## src/rtl/trap_ctrl_if.sv

```systemverilog
// Decoder/CSR-file/fetch side signals of the trap controller.
interface trap_ctrl_if #(
   parameter int unsigned XLEN = 64
);
   logic            exc_en;
   logic [3:0]      exc_code;
   logic [XLEN-1:0] exc_val;
   logic            mret;
   logic [XLEN-1:0] pc_addr;
   logic [XLEN-1:0] mstatus_i;
   logic [XLEN-1:0] mtvec_i;
   logic [XLEN-1:0] mepc_i;
   logic            trap_csr_we;
   logic [11:0]     trap_csr_addr;
   logic [XLEN-1:0] trap_csr_wdata;
   logic            pc_redirect;
   logic [XLEN-1:0] pc_redirect_tgt;
   logic            trap_taken;
   logic            trap_done;
   logic [1:0]      priv_lvl;

   modport master (
      output exc_en, exc_code, exc_val, mret, pc_addr, mstatus_i, mtvec_i, mepc_i,
      input  trap_csr_we, trap_csr_addr, trap_csr_wdata, pc_redirect, pc_redirect_tgt,
             trap_taken, trap_done, priv_lvl
   );

   modport slave (
      input  exc_en, exc_code, exc_val, mret, pc_addr, mstatus_i, mtvec_i, mepc_i,
      output trap_csr_we, trap_csr_addr, trap_csr_wdata, pc_redirect, pc_redirect_tgt,
             trap_taken, trap_done, priv_lvl
   );
endinterface

```

## src/rtl/trap_ctrl.sv

```systemverilog
// M-mode trap entry/exit sequencer: writes trap CSRs one per cycle, then redirects fetch.
// Owns the current privilege level.
module trap_ctrl #(
   parameter int unsigned XLEN       = 64,
   parameter logic [1:0]  RESET_PRIV = 2'b11
) (
   input  logic        clk,
   input  logic        rst_n,
   trap_ctrl_if.slave  bus
);
   localparam logic [11:0]     CSR_MSTATUS = 12'h300;
   localparam logic [11:0]     CSR_MEPC    = 12'h341;
   localparam logic [11:0]     CSR_MCAUSE  = 12'h342;
   localparam logic [11:0]     CSR_MTVAL   = 12'h343;
   localparam logic [1:0]      PRIV_M      = 2'b11;
   localparam logic [XLEN-1:0] ALIGN_MASK  = ~XLEN'(3);

   typedef enum logic [2:0] {
      IDLE, E_EPC, E_CAUSE, E_TVAL, E_STATUS, E_REDIR, X_STATUS, X_REDIR
   } state_t;

   state_t          state_q, state_d;
   logic [XLEN-1:0] cap_pc_q, cap_pc_d;
   logic [XLEN-1:0] cap_val_q, cap_val_d;
   logic [3:0]      cap_code_q, cap_code_d;
   logic [1:0]      cap_priv_q, cap_priv_d;
   logic [1:0]      mpp_q, mpp_d;
   logic [1:0]      priv_q, priv_d;

   logic            csr_we;
   logic [11:0]     csr_addr;
   logic [XLEN-1:0] csr_wdata;
   logic            redir;
   logic [XLEN-1:0] redir_tgt;

   // State and capture registers
   always_ff @(posedge clk) begin
      if (!rst_n) begin
         state_q    <= IDLE;
         cap_pc_q   <= '0;
         cap_val_q  <= '0;
         cap_code_q <= '0;
         cap_priv_q <= '0;
         mpp_q      <= '0;
         priv_q     <= RESET_PRIV;
      end else begin
         state_q    <= state_d;
         cap_pc_q   <= cap_pc_d;
         cap_val_q  <= cap_val_d;
         cap_code_q <= cap_code_d;
         cap_priv_q <= cap_priv_d;
         mpp_q      <= mpp_d;
         priv_q     <= priv_d;
      end
   end

   // Next state, captures and CSR/redirect outputs
   always_comb begin
      state_d    = state_q;
      cap_pc_d   = cap_pc_q;
      cap_val_d  = cap_val_q;
      cap_code_d = cap_code_q;
      cap_priv_d = cap_priv_q;
      mpp_d      = mpp_q;
      priv_d     = priv_q;
      csr_we     = 1'b0;
      csr_addr   = '0;
      csr_wdata  = '0;
      redir      = 1'b0;
      redir_tgt  = '0;

      case (state_q)
         IDLE: begin
            if (bus.exc_en) begin
               cap_pc_d   = bus.pc_addr;
               cap_code_d = bus.exc_code;
               cap_val_d  = bus.exc_val;
               cap_priv_d = priv_q;
               state_d    = E_EPC;
            end else if (bus.mret && priv_q == PRIV_M) begin
               state_d    = X_STATUS;
            end else if (bus.mret) begin
               // MRET below M-mode is an illegal instruction
               cap_pc_d   = bus.pc_addr;
               cap_code_d = 4'd2;
               cap_val_d  = '0;
               cap_priv_d = priv_q;
               state_d    = E_EPC;
            end
         end
         E_EPC: begin
            csr_we    = 1'b1;
            csr_addr  = CSR_MEPC;
            csr_wdata = cap_pc_q & ALIGN_MASK;
            state_d   = E_CAUSE;
         end
         E_CAUSE: begin
            csr_we    = 1'b1;
            csr_addr  = CSR_MCAUSE;
            csr_wdata = XLEN'(cap_code_q);
            state_d   = E_TVAL;
         end
         E_TVAL: begin
            csr_we    = 1'b1;
            csr_addr  = CSR_MTVAL;
            csr_wdata = cap_val_q;
            state_d   = E_STATUS;
         end
         E_STATUS: begin
            csr_we           = 1'b1;
            csr_addr         = CSR_MSTATUS;
            csr_wdata        = bus.mstatus_i;
            csr_wdata[7]     = bus.mstatus_i[3];
            csr_wdata[3]     = 1'b0;
            csr_wdata[12:11] = cap_priv_q;
            state_d          = E_REDIR;
         end
         E_REDIR: begin
            redir     = 1'b1;
            redir_tgt = bus.mtvec_i & ALIGN_MASK;
            priv_d    = PRIV_M;
            state_d   = IDLE;
         end
         X_STATUS: begin
            csr_we           = 1'b1;
            csr_addr         = CSR_MSTATUS;
            csr_wdata        = bus.mstatus_i;
            csr_wdata[3]     = bus.mstatus_i[7];
            csr_wdata[7]     = 1'b1;
            csr_wdata[12:11] = 2'b00;
            mpp_d            = bus.mstatus_i[12:11];
            state_d          = X_REDIR;
         end
         X_REDIR: begin
            redir     = 1'b1;
            redir_tgt = bus.mepc_i & ALIGN_MASK;
            // Reserved MPP encoding falls back to U-mode
            priv_d    = (mpp_q == 2'b10) ? 2'b00 : mpp_q;
            state_d   = IDLE;
         end
         default: state_d = IDLE;
      endcase
   end

   assign bus.trap_csr_we     = csr_we;
   assign bus.trap_csr_addr   = csr_addr;
   assign bus.trap_csr_wdata  = csr_wdata;
   assign bus.pc_redirect     = redir;
   assign bus.pc_redirect_tgt = redir_tgt;
   assign bus.trap_taken      = (state_q inside {E_EPC, E_CAUSE, E_TVAL, E_STATUS, E_REDIR});
   assign bus.trap_done       = (state_q inside {X_STATUS, X_REDIR});
   assign bus.priv_lvl        = priv_q;
endmodule

```

## src/flat_wrapper.sv

```systemverilog
// flat-port wrapper written by rule: the top's interface ports become plain ports
module trap_ctrl_flat 
#(
   parameter int unsigned XLEN       = 64,
   parameter logic [1:0]  RESET_PRIV = 2'b11
)
  (clk, rst_n, bus_exc_en, bus_exc_code, bus_exc_val, bus_mret, bus_pc_addr, bus_mstatus_i, bus_mtvec_i, bus_mepc_i, bus_trap_csr_we, bus_trap_csr_addr, bus_trap_csr_wdata, bus_pc_redirect, bus_pc_redirect_tgt, bus_trap_taken, bus_trap_done, bus_priv_lvl);
  trap_ctrl_if #(.XLEN(XLEN)) bus_i ();
  input  logic clk;
  input  logic rst_n;
  input wire logic [$bits(bus_i.exc_en)-1:0] bus_exc_en;
  input wire logic [$bits(bus_i.exc_code)-1:0] bus_exc_code;
  input wire logic [$bits(bus_i.exc_val)-1:0] bus_exc_val;
  input wire logic [$bits(bus_i.mret)-1:0] bus_mret;
  input wire logic [$bits(bus_i.pc_addr)-1:0] bus_pc_addr;
  input wire logic [$bits(bus_i.mstatus_i)-1:0] bus_mstatus_i;
  input wire logic [$bits(bus_i.mtvec_i)-1:0] bus_mtvec_i;
  input wire logic [$bits(bus_i.mepc_i)-1:0] bus_mepc_i;
  output wire logic [$bits(bus_i.trap_csr_we)-1:0] bus_trap_csr_we;
  output wire logic [$bits(bus_i.trap_csr_addr)-1:0] bus_trap_csr_addr;
  output wire logic [$bits(bus_i.trap_csr_wdata)-1:0] bus_trap_csr_wdata;
  output wire logic [$bits(bus_i.pc_redirect)-1:0] bus_pc_redirect;
  output wire logic [$bits(bus_i.pc_redirect_tgt)-1:0] bus_pc_redirect_tgt;
  output wire logic [$bits(bus_i.trap_taken)-1:0] bus_trap_taken;
  output wire logic [$bits(bus_i.trap_done)-1:0] bus_trap_done;
  output wire logic [$bits(bus_i.priv_lvl)-1:0] bus_priv_lvl;
  assign bus_i.exc_en = bus_exc_en;
  assign bus_i.exc_code = bus_exc_code;
  assign bus_i.exc_val = bus_exc_val;
  assign bus_i.mret = bus_mret;
  assign bus_i.pc_addr = bus_pc_addr;
  assign bus_i.mstatus_i = bus_mstatus_i;
  assign bus_i.mtvec_i = bus_mtvec_i;
  assign bus_i.mepc_i = bus_mepc_i;
  assign bus_trap_csr_we = bus_i.trap_csr_we;
  assign bus_trap_csr_addr = bus_i.trap_csr_addr;
  assign bus_trap_csr_wdata = bus_i.trap_csr_wdata;
  assign bus_pc_redirect = bus_i.pc_redirect;
  assign bus_pc_redirect_tgt = bus_i.pc_redirect_tgt;
  assign bus_trap_taken = bus_i.trap_taken;
  assign bus_trap_done = bus_i.trap_done;
  assign bus_priv_lvl = bus_i.priv_lvl;
  trap_ctrl #(.XLEN(XLEN), .RESET_PRIV(RESET_PRIV)) u_core (.clk(clk), .rst_n(rst_n), .bus(bus_i));
endmodule
```

## config.mk

```make
export PLATFORM = sky130hd
export DESIGN_NAME = trap_ctrl_flat
export DESIGN_NICKNAME = d
export VERILOG_FILES = /design/src/rtl/trap_ctrl_if.sv /design/src/rtl/trap_ctrl.sv /design/src/flat_wrapper.sv
export SDC_FILE = /design/constraint.sdc
export NUM_CORES = 1
export LEC_CHECK = 0
export ABC_AREA = 1
export CAP_MARGIN = 20
export CORE_AREA = 2 2 184 186
export DETAILED_ROUTE_END_ITERATION = 8
export DIE_AREA = 0 0 186 188
export SETUP_SLACK_MARGIN = 0.15
export SYNTH_ARGS = -nofsm -noshare
export SYNTH_HDL_FRONTEND = slang
export SYNTH_SLANG_ARGS = --single-unit
export TNS_END_PERCENT = 1
```

## constraint.sdc

```tcl
create_clock -name clk -period 2.1 [get_ports clk]
set_input_delay 0.525 -clock clk [delete_from_list [all_inputs] [get_ports clk]]
set_output_delay 0.525 -clock clk [all_outputs]
set_load 0.02 [all_outputs]
```

==> results.json <==
{
  "cts_tree": "done",
  "drv_cap": 0,
  "fin_cells": 2186,
  "grt_pass1_vias": 9336,
  "drt_iter0_drc": 397,
  "die_area_um2": 34970,
  "ctsRootBufferMaster": "clkbuf_16",
  "critPathKind": "reg -> out",
  "fin_tns_setup_ns": -19.78,
  "drt-vias-per-instance": 4.482,
  "wirelength_um": 39060,
  "synthCells": 1256,
  "cts.sinks": 139,
  "fp.dieH_um": 188,
  "detail-route-antenna-nets": 0,
  "rsz0062_at_grt": "yes",
  "yosys.area.top_type": "dfxtp_1",
  "synthTopCellsByArea": "dfxtp_1, nand2_1, nand3_1",
  "area_growth_pct": 88.46,
  "place_area_um2": 12950,
  "antenna_found_initial": 4,
  "via_count": 9797,
  "cts.path.max_buffers": 2,
  "fin_area_um2": 14570,
  "die_w_um": 186,
  "htree_levels": 4,
  "holdPathStages": 2,
  "reg2reg_depth": 11,
  "synthesis.area_um2": 7732,
  "cp-start-kind": "flip-flop",
  "slew_headroom": 0.5856,
  "cts_made_buffers": 17,
  "num_antenna_cells": 0,
  "place_hpwl_um": 27330,
  "drc": 0,
  "grt_pass1_wl_um": 53930,
  "postSynthAreaPerCell_um2": 6.156,
  "regArea_um2": 2791,
  "layout_min_cycle_time_ns": 2.365,
  "start_util": 0.2335,
  "ctsHoldBuffers": 0,
  "finalCritPeriodShare": 1.126,
  "required_ns": 1.57,
  "ioPinCount": 474,
  "core_um2": 33110,
  "synth_top_area_share": 0.3599,
  "grt_start_max_net_pins": 65,
  "nets": 2054,
  "yosys_warnings": 0,
  "pre_cts_ws_ns": -0.4740,
  "finalSetupViolCount": 128,
  "peakVddDrop_mv": 0.4961,
  "first_pass_iters": 7,
  "finalHoldViolations": 0,
  "skew_ns": 0.01275,
  "fillers": 3375,
  "power_density_nw_per_um2": 919.9,
  "holdCritPathClass": "reg -> reg",
  "placedCellCount": 2126,
  "gp_congestion": 0.8732,
  "grt_overflow": 0,
  "final_cell_mix": "nand2_1, clkdlybuf4s50_1, nand3_1",
  "critPathMaxFanout": 6,
  "fmax_ghz": 0.4229,
  "synth_seq_area_share": 0.3599,
  "avgRoutedWirePerCell_um": 17.87,
  "worst_slew_pin_slew_ns": 0.6216,
  "ys_ff_latch": 139,
  "crit_arrival_ns": 1.84,
  "worst_slack_ns": -0.2647,
  "synth_cell_types": 29,
  "end_kind": "primary output",
  "grt_use_total": 0.2035,
  "status": "complete, but fails checks",
  "slew_violations": 0,
  "post-route-util": 0.4401,
  "clkLatencyLatePin_ns": 0.42,
  "final_common_cell": "nand2_1",
  "num_rows": 67,
  "multi_input_area_um2": 4255,
  "layout-drive-gt1-share": 0.2071,
  "violations": "negative setup slack",
  "clkTransAtPathRegs_ns": 0.06,
  "numPortBuffers": 458,
  "leakage_nw": 6.598
}
## registers in the layout, summed over array words and instances (netlist names)
name / flops
u_core.bus.priv_lvl: 2
u_core.cap_code_q: 4
u_core.cap_pc_q: 62
u_core.cap_priv_q: 2
u_core.cap_val_q: 64
u_core.mpp_q: 2
u_core.state_q: 3
## cells by family (layout without fill, tap and decap cells)
family,Yosys count,in the layout,share of synthesized area
AOI/OAI and AO/OA,154,154,0.1034
buffers and inverters,242,716,0.1484
DFF,139,139,0.3599
other,1,9,0.0004850
and+or+nand+nor,720,720,0.3879
## cells in the mapped netlist
cell / instances
a21oi_1: 71
a22oi_1: 9
a31oi_1: 1
buf_1: 1
buf_2: 28
buf_4: 25
buf_6: 14
clkbuf_1: 32
conb_1: 1
dfxtp_1: 139
inv_1: 137
inv_2: 3
inv_4: 2
nand2_1: 384
nand2_2: 1
nand3_1: 187
nand3_4: 1
nand3b_1: 1
nand4_1: 2
nor2_1: 138
nor2_2: 1
nor2_4: 2
nor3_1: 1
nor3_2: 1
nor3_4: 1
o211ai_1: 1
o21ai_0: 57
o21ai_1: 14
o21bai_1: 1
## critical path, stage by stage (launching register included)
cell	delay (ns)
dfxtp_4	0.36
buf_12	0.14
buf_4	0.14
o21ai_0	0.45
clkdlybuf4s15_2	0.34
## through the flow
step,power (W),hold slack [ns]
floorplan,0.007082,0.4248
global placement,0.009674,0.4355
detailed placement,0.009724,0.4519
CTS,0.01305,0.4615
global route,0.01419,0.4728
finish,0.01341,0.4587
## where the power goes
group,switching (W),internal (W)
logic,0.00380,0.00293
registers,0.000352,0.00329
clock network,0.00124,0.00179
total,0.00540,0.00801
## worst paths after layout
path	from	endpoint	slack, ns
worst max register to register	u_core.state_q[1]	u_core.cap_val_q[19]	0.14
worst min-delay path	u_core.mpp_q[1]	u_core.mpp_q[1]	0.46
worst max-delay path	u_core.state_q[2]	bus_trap_csr_addr[9]	-0.26
worst min register to register	u_core.mpp_q[1]	u_core.mpp_q[1]	0.46
## per-layer routing
metal  share of wire  track usage  vias up
li1                -            -     4851
met1            0.37       0.2222     4485
met2            0.50       0.3687      390
met3           0.084      0.05865       65
met4           0.038      0.07541        6
met5         0.00092            0        -
## timing repair
item / 4_1_cts / 5_1_grt
gates cloned: 4 / 7
setup endpoints to repair: 265 / 264
resized for setup: 619 / 234
pin swaps: 4 / 5
buffers inserted: 4 / 14
## cell type report
cell class / instances / area share
clock buffers: 19 / 0.03039
flip-flops and latches: 139 / 0.1916
well taps: 448 / 0.03846
multi-input cells: 883 / 0.2920
clock inverters: 12 / 0.009445
repair buffers: 543 / 0.4002
inverters: 142 / 0.03795
Note: power is estimated with default switching activity, not from simulation.
